`src/rtl/fp_pkg.sv`:
```
// Shared definitions for the pipelined floating-point adder/subtractor:
// guard/round/sticky width, rounding-mode encoding, and the result flag bundle.
package fp_pkg;

  localparam int GRS_W = 3;

  typedef enum logic [1:0] {
    RNE = 2'd0,
    RTZ = 2'd1
  } round_mode_e;

  localparam round_mode_e ROUND_MODE = RNE;

  typedef struct packed {
    logic ovf;
    logic unf;
    logic inexact;
  } fp_flags_t;

  // Increment decision for the kept significand given its lsb and the GRS bits.
  function automatic logic round_inc(input round_mode_e mode, input logic lsb,
                                     input logic g, input logic r, input logic s);
    case (mode)
      RNE:     return g & (r | s | lsb);
      default: return 1'b0;
    endcase
  endfunction

endpackage

```
`src/rtl/fp_lzc.sv`:
```
// Leading-zero counter: number of zero bits above the most significant one;
// an all-zero input returns W.
module fp_lzc #(
  parameter int W  = 27,
  parameter int CW = $clog2(W + 1)
) (
  input  logic [W-1:0]  din_i,
  output logic [CW-1:0] count_o
);

  always_comb begin
    count_o = CW'(W);
    // Ascending scan: the last hit is the highest set bit.
    for (int i = 0; i < W; i++) begin
      if (din_i[i]) count_o = CW'(W - 1 - i);
    end
  end

endmodule

```
`src/rtl/fp_add_sub_pipe.sv`:
```
// Three-stage floating-point add/subtract (align, add, normalise/round) with a
// single global stall, flush-to-zero inputs and round-to-nearest-even.
module fp_add_sub_pipe
  import fp_pkg::*;
#(
  parameter int M     = 23,
  parameter int E     = 8,
  parameter int TAG_W = 4
) (
  input  logic             clk,
  input  logic             reset_n,
  input  logic             in_valid,
  output logic             in_ready,
  input  logic             op_sub,
  input  logic             a_sign,
  input  logic [E-1:0]     a_exp,
  input  logic [M-1:0]     a_mant,
  input  logic             b_sign,
  input  logic [E-1:0]     b_exp,
  input  logic [M-1:0]     b_mant,
  input  logic [TAG_W-1:0] in_tag,
  output logic             out_valid,
  input  logic             out_ready,
  output logic             c_sign,
  output logic [E-1:0]     c_exp,
  output logic [M-1:0]     c_mant,
  output logic [TAG_W-1:0] out_tag,
  output logic             flag_ovf,
  output logic             flag_unf,
  output logic             flag_inexact
);

  localparam int SIGW = M + 1;             // hidden bit + mantissa
  localparam int KW   = SIGW + GRS_W - 1;  // bits kept by the aligner (sticky added after)
  localparam int NW   = SIGW + GRS_W;      // aligned operand width
  localparam int SW   = NW + 1;            // sum with carry-out
  localparam int CW   = $clog2(NW + 1);
  localparam int XW   = E + 2;             // exponent with headroom and sign

  typedef struct packed {
    logic             x_sign;
    logic             y_sign;
    logic [E-1:0]     exp;
    logic [NW-1:0]    x_al;
    logic [NW-1:0]    y_al;
    logic [TAG_W-1:0] tag;
  } s1_t;

  typedef struct packed {
    logic             sign;
    logic             zero_sign;
    logic [E-1:0]     exp;
    logic [SW-1:0]    sum;
    logic [TAG_W-1:0] tag;
  } s2_t;

  typedef struct packed {
    logic             sign;
    logic [E-1:0]     exp;
    logic [M-1:0]     mant;
    fp_flags_t        flags;
    logic [TAG_W-1:0] tag;
  } s3_t;

  s1_t  s1_d, s1_q;
  s2_t  s2_d, s2_q;
  s3_t  s3_d, s3_q;
  logic s1_valid_q, s2_valid_q, s3_valid_q;
  logic advance;

  assign advance  = out_ready | ~s3_valid_q;
  assign in_ready = advance;

  // ---------------- S1: swap by magnitude and align ----------------
  logic [SIGW-1:0] a_sig, b_sig, x_sig, y_sig;
  logic [E-1:0]    x_exp, y_exp, exp_diff;
  logic            b_eff_sign, x_sign, y_sign;
  logic [2*KW-1:0] wide;
  logic [NW-1:0]   y_al;

  // NOTE: every variable gets a value on every path so no latch is inferred.
  always_comb begin
    a_sig      = (a_exp != '0) ? {1'b1, a_mant} : '0;
    b_sig      = (b_exp != '0) ? {1'b1, b_mant} : '0;
    b_eff_sign = b_sign ^ op_sub;
    if ({a_exp, a_sig} >= {b_exp, b_sig}) begin
      x_sign = a_sign;     y_sign = b_eff_sign;
      x_exp  = a_exp;      y_exp  = b_exp;
      x_sig  = a_sig;      y_sig  = b_sig;
    end else begin
      x_sign = b_eff_sign; y_sign = a_sign;
      x_exp  = b_exp;      y_exp  = a_exp;
      x_sig  = b_sig;      y_sig  = a_sig;
    end
    exp_diff = x_exp - y_exp;
    // The low half of the wide vector catches every bit shifted past round.
    wide = {y_sig, {(GRS_W-1){1'b0}}, {KW{1'b0}}} >> exp_diff;
    if (32'(exp_diff) >= 32'(KW)) y_al = {{KW{1'b0}}, |y_sig};
    else                          y_al = {wide[2*KW-1:KW], |wide[KW-1:0]};

    s1_d.x_sign = x_sign;
    s1_d.y_sign = y_sign;
    s1_d.exp    = x_exp;
    s1_d.x_al   = {x_sig, {GRS_W{1'b0}}};
    s1_d.y_al   = y_al;
    s1_d.tag    = in_tag;
  end

  // ---------------- S2: magnitude add or subtract ----------------
  always_comb begin
    s2_d.sign      = s1_q.x_sign;
    s2_d.zero_sign = s1_q.x_sign & s1_q.y_sign;
    s2_d.exp       = s1_q.exp;
    s2_d.tag       = s1_q.tag;
    if (s1_q.x_sign == s1_q.y_sign) s2_d.sum = {1'b0, s1_q.x_al} + {1'b0, s1_q.y_al};
    else                            s2_d.sum = {1'b0, s1_q.x_al} - {1'b0, s1_q.y_al};
  end

  // ---------------- S3: normalise, round, classify ----------------
  logic [CW-1:0] lz;
  logic [NW-1:0] norm;
  logic [XW-1:0] exp_n, exp_r;
  logic [M-1:0]  frac;
  logic          inc, rnd_carry, sum_zero, ovf, unf, inexact;

  fp_lzc #(.W(NW), .CW(CW)) u_lzc (
    .din_i   (s2_q.sum[NW-1:0]),
    .count_o (lz)
  );

  always_comb begin
    sum_zero = (s2_q.sum == '0);
    if (s2_q.sum[SW-1]) begin
      norm  = {s2_q.sum[SW-1:2], s2_q.sum[1] | s2_q.sum[0]};
      exp_n = {2'b00, s2_q.exp} + XW'(1);
    end else begin
      norm  = s2_q.sum[NW-1:0] << lz;
      exp_n = {2'b00, s2_q.exp} - XW'(lz);
    end

    inexact   = |norm[GRS_W-1:0];
    inc       = round_inc(ROUND_MODE, norm[GRS_W], norm[GRS_W-1], norm[GRS_W-2], norm[0]);
    // An all-ones significand that rounds up wraps the fraction to zero.
    rnd_carry = inc & (&norm[NW-1:GRS_W]);
    frac      = norm[NW-2:GRS_W] + M'(inc);
    exp_r     = rnd_carry ? exp_n + XW'(1) : exp_n;

    ovf = ~exp_r[XW-1] & (exp_r >= XW'((2**E) - 1));
    unf = exp_r[XW-1] | (exp_r == '0);

    s3_d               = '0;
    s3_d.tag           = s2_q.tag;
    s3_d.sign          = s2_q.sign;
    s3_d.flags.inexact = inexact;
    if (sum_zero) begin
      s3_d.sign          = s2_q.zero_sign;
      s3_d.flags.inexact = 1'b0;
    end else if (ovf) begin
      s3_d.exp       = '1;
      s3_d.flags.ovf = 1'b1;
    end else if (unf) begin
      s3_d.flags.unf = 1'b1;
    end else begin
      s3_d.exp  = exp_r[E-1:0];
      s3_d.mant = frac;
    end
  end

  // ---------------- Stage registers ----------------
  // NOTE: data registers are reset as well so outputs and tag read 0 after reset.
  always_ff @(posedge clk or negedge reset_n) begin
    if (!reset_n) begin
      s1_valid_q <= 1'b0;
      s2_valid_q <= 1'b0;
      s3_valid_q <= 1'b0;
      s1_q       <= '0;
      s2_q       <= '0;
      s3_q       <= '0;
    end else if (advance) begin
      // NOTE: non-blocking so each stage captures its predecessor's pre-edge value.
      s1_valid_q <= in_valid;
      s2_valid_q <= s1_valid_q;
      s3_valid_q <= s2_valid_q;
      s1_q       <= s1_d;
      s2_q       <= s2_d;
      s3_q       <= s3_d;
    end
  end

  assign out_valid    = s3_valid_q;
  assign c_sign       = s3_q.sign;
  assign c_exp        = s3_q.exp;
  assign c_mant       = s3_q.mant;
  assign out_tag      = s3_q.tag;
  assign flag_ovf     = s3_q.flags.ovf;
  assign flag_unf     = s3_q.flags.unf;
  assign flag_inexact = s3_q.flags.inexact;

endmodule

```
`config.mk`:
```
export PLATFORM = sky130hd
export DESIGN_NAME = fp_add_sub_pipe
export DESIGN_NICKNAME = d
export VERILOG_FILES = /design/src/rtl/fp_pkg.sv /design/src/rtl/fp_lzc.sv /design/src/rtl/fp_add_sub_pipe.sv
export SDC_FILE = /design/constraint.sdc
export NUM_CORES = 1
export LEC_CHECK = 0
export BUFFER_PORTS_ARGS = -buffer_cell sky130_fd_sc_hd__buf_2
export CORE_MARGIN = 3
export CORE_UTILIZATION = 60
export CTS_BUF_LIST = sky130_fd_sc_hd__clkbuf_8
export DETAILED_ROUTE_END_ITERATION = 7
export MAX_ROUTING_LAYER = met4
export PLACE_DENSITY = 0.76
export SLEW_MARGIN = 5
export SYNTH_ARGS = -nofsm -noshare
export SYNTH_HDL_FRONTEND = slang
export SYNTH_SLANG_ARGS = --single-unit
```
`constraint.sdc`:
```
create_clock -name clk -period 7.8 [get_ports clk]
set_input_delay 0.39 -clock clk [delete_from_list [all_inputs] [get_ports clk]]
set_output_delay 0.39 -clock clk [all_outputs]
set_load 0.005 [all_outputs]
```
==> metrics <==
status complete, but fails checks; failing checks hold timing; DP HPWL 34,700 µm; fill count 2,138; multi-input combinational cell area about 0.010 mm²; CP top delay family compound AO/OA/AOI/OAI gates; post-synth net total 2,077; Die ar. 0.0271 mm²; RSZ-0062 raised after global routing no; min Tclk post-route 6.98 ns; power density cells 388 mW/mm²; IO buf count 113; vias in the first global route 13,800; Setup TNS 0 ns; Initial Util 61.6%; Cell variety after synth 112; sinks on the clock net 149; vias per cell roughly 6.5; maximum VDD drop 0.245 mV; Via Count 14,900; global router's overall resource usage 34.8%; critical path type in -> reg; setup slack, reg-to-reg approximately 1.5 ns; ordered cell list for the critical path buf_2 > nor4_1 > nand2_1 > nand2_1 > inv_1 > ha_1 > a21oi_1 > o21ai_0 > a221oi_1 > nand2_2 > o21ai_4 > mux2i_1 > ha_1 > inv_2 > mux4_2 > a22o_1 > mux2_2 > nand2_1 > o2111a_1 > a41oi_1 > or4_1 > a222oi_1 > a21oi_1; gp weighted congestion between 1 and 1.5; fraction of layout cells with a size suffix above 1 ~13%; CP Max Fanout 28; Sw Pwr 3.28 mW; cell mode on critical path nand2_1; critical path arrival roughly 7.3 ns; grt ovf 0; Seq/Total Area, Yosys 24.7%; crit end category register; Slew Limit Fails 0; ys flop type dfrtp_1; DR pass1 iterations 8; Min Hold Slack -0.00629 ns; Req. time, crit path 8.14 ns; routed len/inst 20.1 µm; synth warn 0; CTS tree built; DP Area ~0.016 mm²; I/O pin cnt 114; Placement Setup Slack 0.467 ns; Total Wirelength 45,700 µm; Synth-to-Final Area Change 6.38%; CP max stage delay 0.67 ns; first-pass GRT wire length 73,800 µm; clk buf depth 2; Critical path buffers and inverters 3; synthesized netlist cell count 1,909; Worst Clk Skew about 0.024 ns; clock buffer count from CTS 17; maxcap violations 0; root buffer cell clkbuf_8; Netlist Area Pre-Place 0.0151 mm²; #FFs+latches synth roughly 150; Setup WS post-layout 0.824 ns; storage element area between 0.003 and 0.004 mm²; final worst-path cycle share about 89%; Slew Limit Headroom 20.2%; final net count 2,106; final hold violations 5; Avg Cell Area, Syn 7.92 µm²; Combinational Power Share 67.0%; setup bufs post-CTS 0; Residual DRC 0; Max stage delay cell, worst path a221oi_1; num rows 57; Die Ht around 160 µm; PostCTS Resize Cnt 0; initial antenna violation count 1; min-delay worst type in -> async; CP Launch Type input port; die width around 160 µm; pin count of the biggest net entering global routing roughly 100; core area around 0.025 mm²; Antenna Cells 0; Reg power frac 22.7%; Worst-Margin Slew ~1.2 ns; Antenna Nets Post-Route 0; clock group share of total power 10.3%; Max Clk Rate approximately 140 MHz; Sw Share 52.6%; Clock Latency Late Sink 0.47 ns; internal power 2.96 mW; setup violators final 0; Clock transition at path regs 0.11 ns; Finished Cell Area 0.0161 mm²; number of DRC markers in iteration 0 1,598; leakage 7.30 nW; Hold-fix buffers, CTS 0; Post-synth ARST share 100%; count of flip-flops with a built-in enable after synthesis 0; # H-tree levels 4
## sequential cells by signal, summed over array words and instances (netlist names), 4 cells and up
signal,count
s1_q,65
c_mant,23
s2_q,42
out_tag,4
c_exp,8
## metal layers
layer	vias to the layer above	global-route usage [%]	part of all wire (%)
li1	7012	-	-
met1	7070	50.6	46
met2	697	51.6	44
met3	104	3.71	7.5
met4	0	9.68	2.7
met5	-	-	0
## logic make-up (layout without fill, tap and decap cells)
| logic type | Yosys count | after routing | share of synthesized area (%) |
|---|---|---|---|
| compound gates | 547 | 547 | 24.7 |
| xor+xnor | 67 | 67 | 3.98 |
| fa+ha+maj | 95 | 95 | 7.96 |
| buf+inv | 230 | 272 | 6.58 |
| flops | 149 | 149 | 24.7 |
| mux | 126 | 126 | 10.5 |
| simple gates | 695 | 695 | 21.6 |
## metrics by stage
| step | utilization [%] | hold WS [ns] | instances | power (mW) |
|---|---|---|---|---|
| floorplan | - | 0.0944 | 1909 | 4.48 |
| global placement | 63.9 | 0.444 | 2243 | 5.45 |
| detailed placement | 63.9 | 0.450 | 2243 | 5.49 |
| CTS | 65.6 | 0.0595 | 2275 | 6.15 |
| global route | 65.6 | 0.0611 | 2275 | 6.73 |
| finish | 65.6 | -0.00629 | 2275 | 6.24 |
## power by group through the flow
stage / registers (mW) / clock network (mW) / logic [mW]
3_5_place_dp: 1.41 / 0 / 4.08
5_1_grt: 1.45 / 0.687 / 4.59
4_1_cts: 1.40 / 0.651 / 4.10
6_report: 1.41 / 0.645 / 4.18
3_3_place_gp: 1.41 / 0 / 4.05
2_1_floorplan: 1.23 / 0 / 3.24
## cells in the final DEF, fill, tap and decap left out, types with 15 or more instances in the layout
cell type,n
buf_2,112
o21a_1,16
nor3_1,44
a31oi_1,36
dfrtp_1,149
or3_1,15
nor2_1,168
mux2i_1,81
buf_4,16
o31ai_1,15
mux2_2,18
xor2_1,26
a21oi_1,90
o211ai_1,23
a21o_1,17
nor2b_1,16
a22o_1,32
clkbuf_8,17
inv_1,103
nand3_1,38
xnor2_1,38
nand2b_1,17
o22ai_1,17
o21ai_0,151
nand2_1,296
ha_1,93
nor4_1,19
mux4_2,23
## cells in the mapped netlist, types with 9 or more instances
cell	instances	area (µm²)
xor2_1	26	228
xnor2_1	39	342
nand4_1	12	75.1
buf_1	14	52.6
nor4_1	19	119
dfrtp_1	149	3730
a31oi_1	36	225
mux4_2	23	518
a211oi_1	12	90.1
and2_1	10	62.6
mux2_2	18	203
and3_1	11	68.8
o22ai_1	17	106
a22o_1	32	280
nand2b_1	17	106
nand3_1	38	190
o31ai_1	16	120
buf_2	19	95.1
ha_1	93	1160
inv_1	103	387
o211ai_1	23	173
clkbuf_1	67	251
a21o_1	17	128
a21oi_1	90	450
o21ai_0	151	756
nor2b_1	17	106
or3_1	15	93.8
a221oi_1	9	78.8
nand2_1	296	1110
o21a_1	16	120
nor3_1	44	220
mux2i_1	81	811
nor2_1	168	631
## path summary, 6_finish.rpt
kind                             from    endpoint  cells after the start
max in group asynchronous     reset_n    s2_q[32]                      2
setup reg to reg             s2_q[26]   c_mant[2]                     22
min in group clk            in_tag[0]     s1_q[0]                      3
setup / recovery             a_exp[1]     s1_q[4]                     23
hold / removal                reset_n   c_mant[9]                      1
hold reg to reg            out_tag[3]  out_tag[3]                      2
## final cells by class
| class | instances | area share [%] |
|---|---|---|
| Inverter | 111 | 2.59 |
| Clock inverter | 15 | 1.07 |
| Clock buffer | 17 | 1.45 |
| Timing Repair Buffer | 129 | 4.30 |
| Multi-Input combinational cell | 1530 | 64.9 |
| Tap cell | 324 | 2.52 |
| Sequential cell | 149 | 23.2 |
## worst register-to-register path, stage by stage (launching register included)
cell and delay [ns]:
dfrtp_1 0.52, nor3b_2 0.25, nor3_4 0.33, o21ai_1 0.38, o21a_4 0.36, inv_2 0.32
ha_1 0.23, inv_1 0.05, fa_1 0.40, a21o_1 0.18, a21oi_1 0.24, o21ai_0 0.15
o22ai_1 0.19, xor2_1 0.56, nand2_1 0.18, nor2_1 0.21, nand2_1 0.09, a2111oi_0 0.58
nand3_1 0.13, nor4_1 0.20, nor3_1 0.13, and4bb_4 0.31, a32o_1 0.24
No activity file was read; power rests on OpenSTA's default activity.
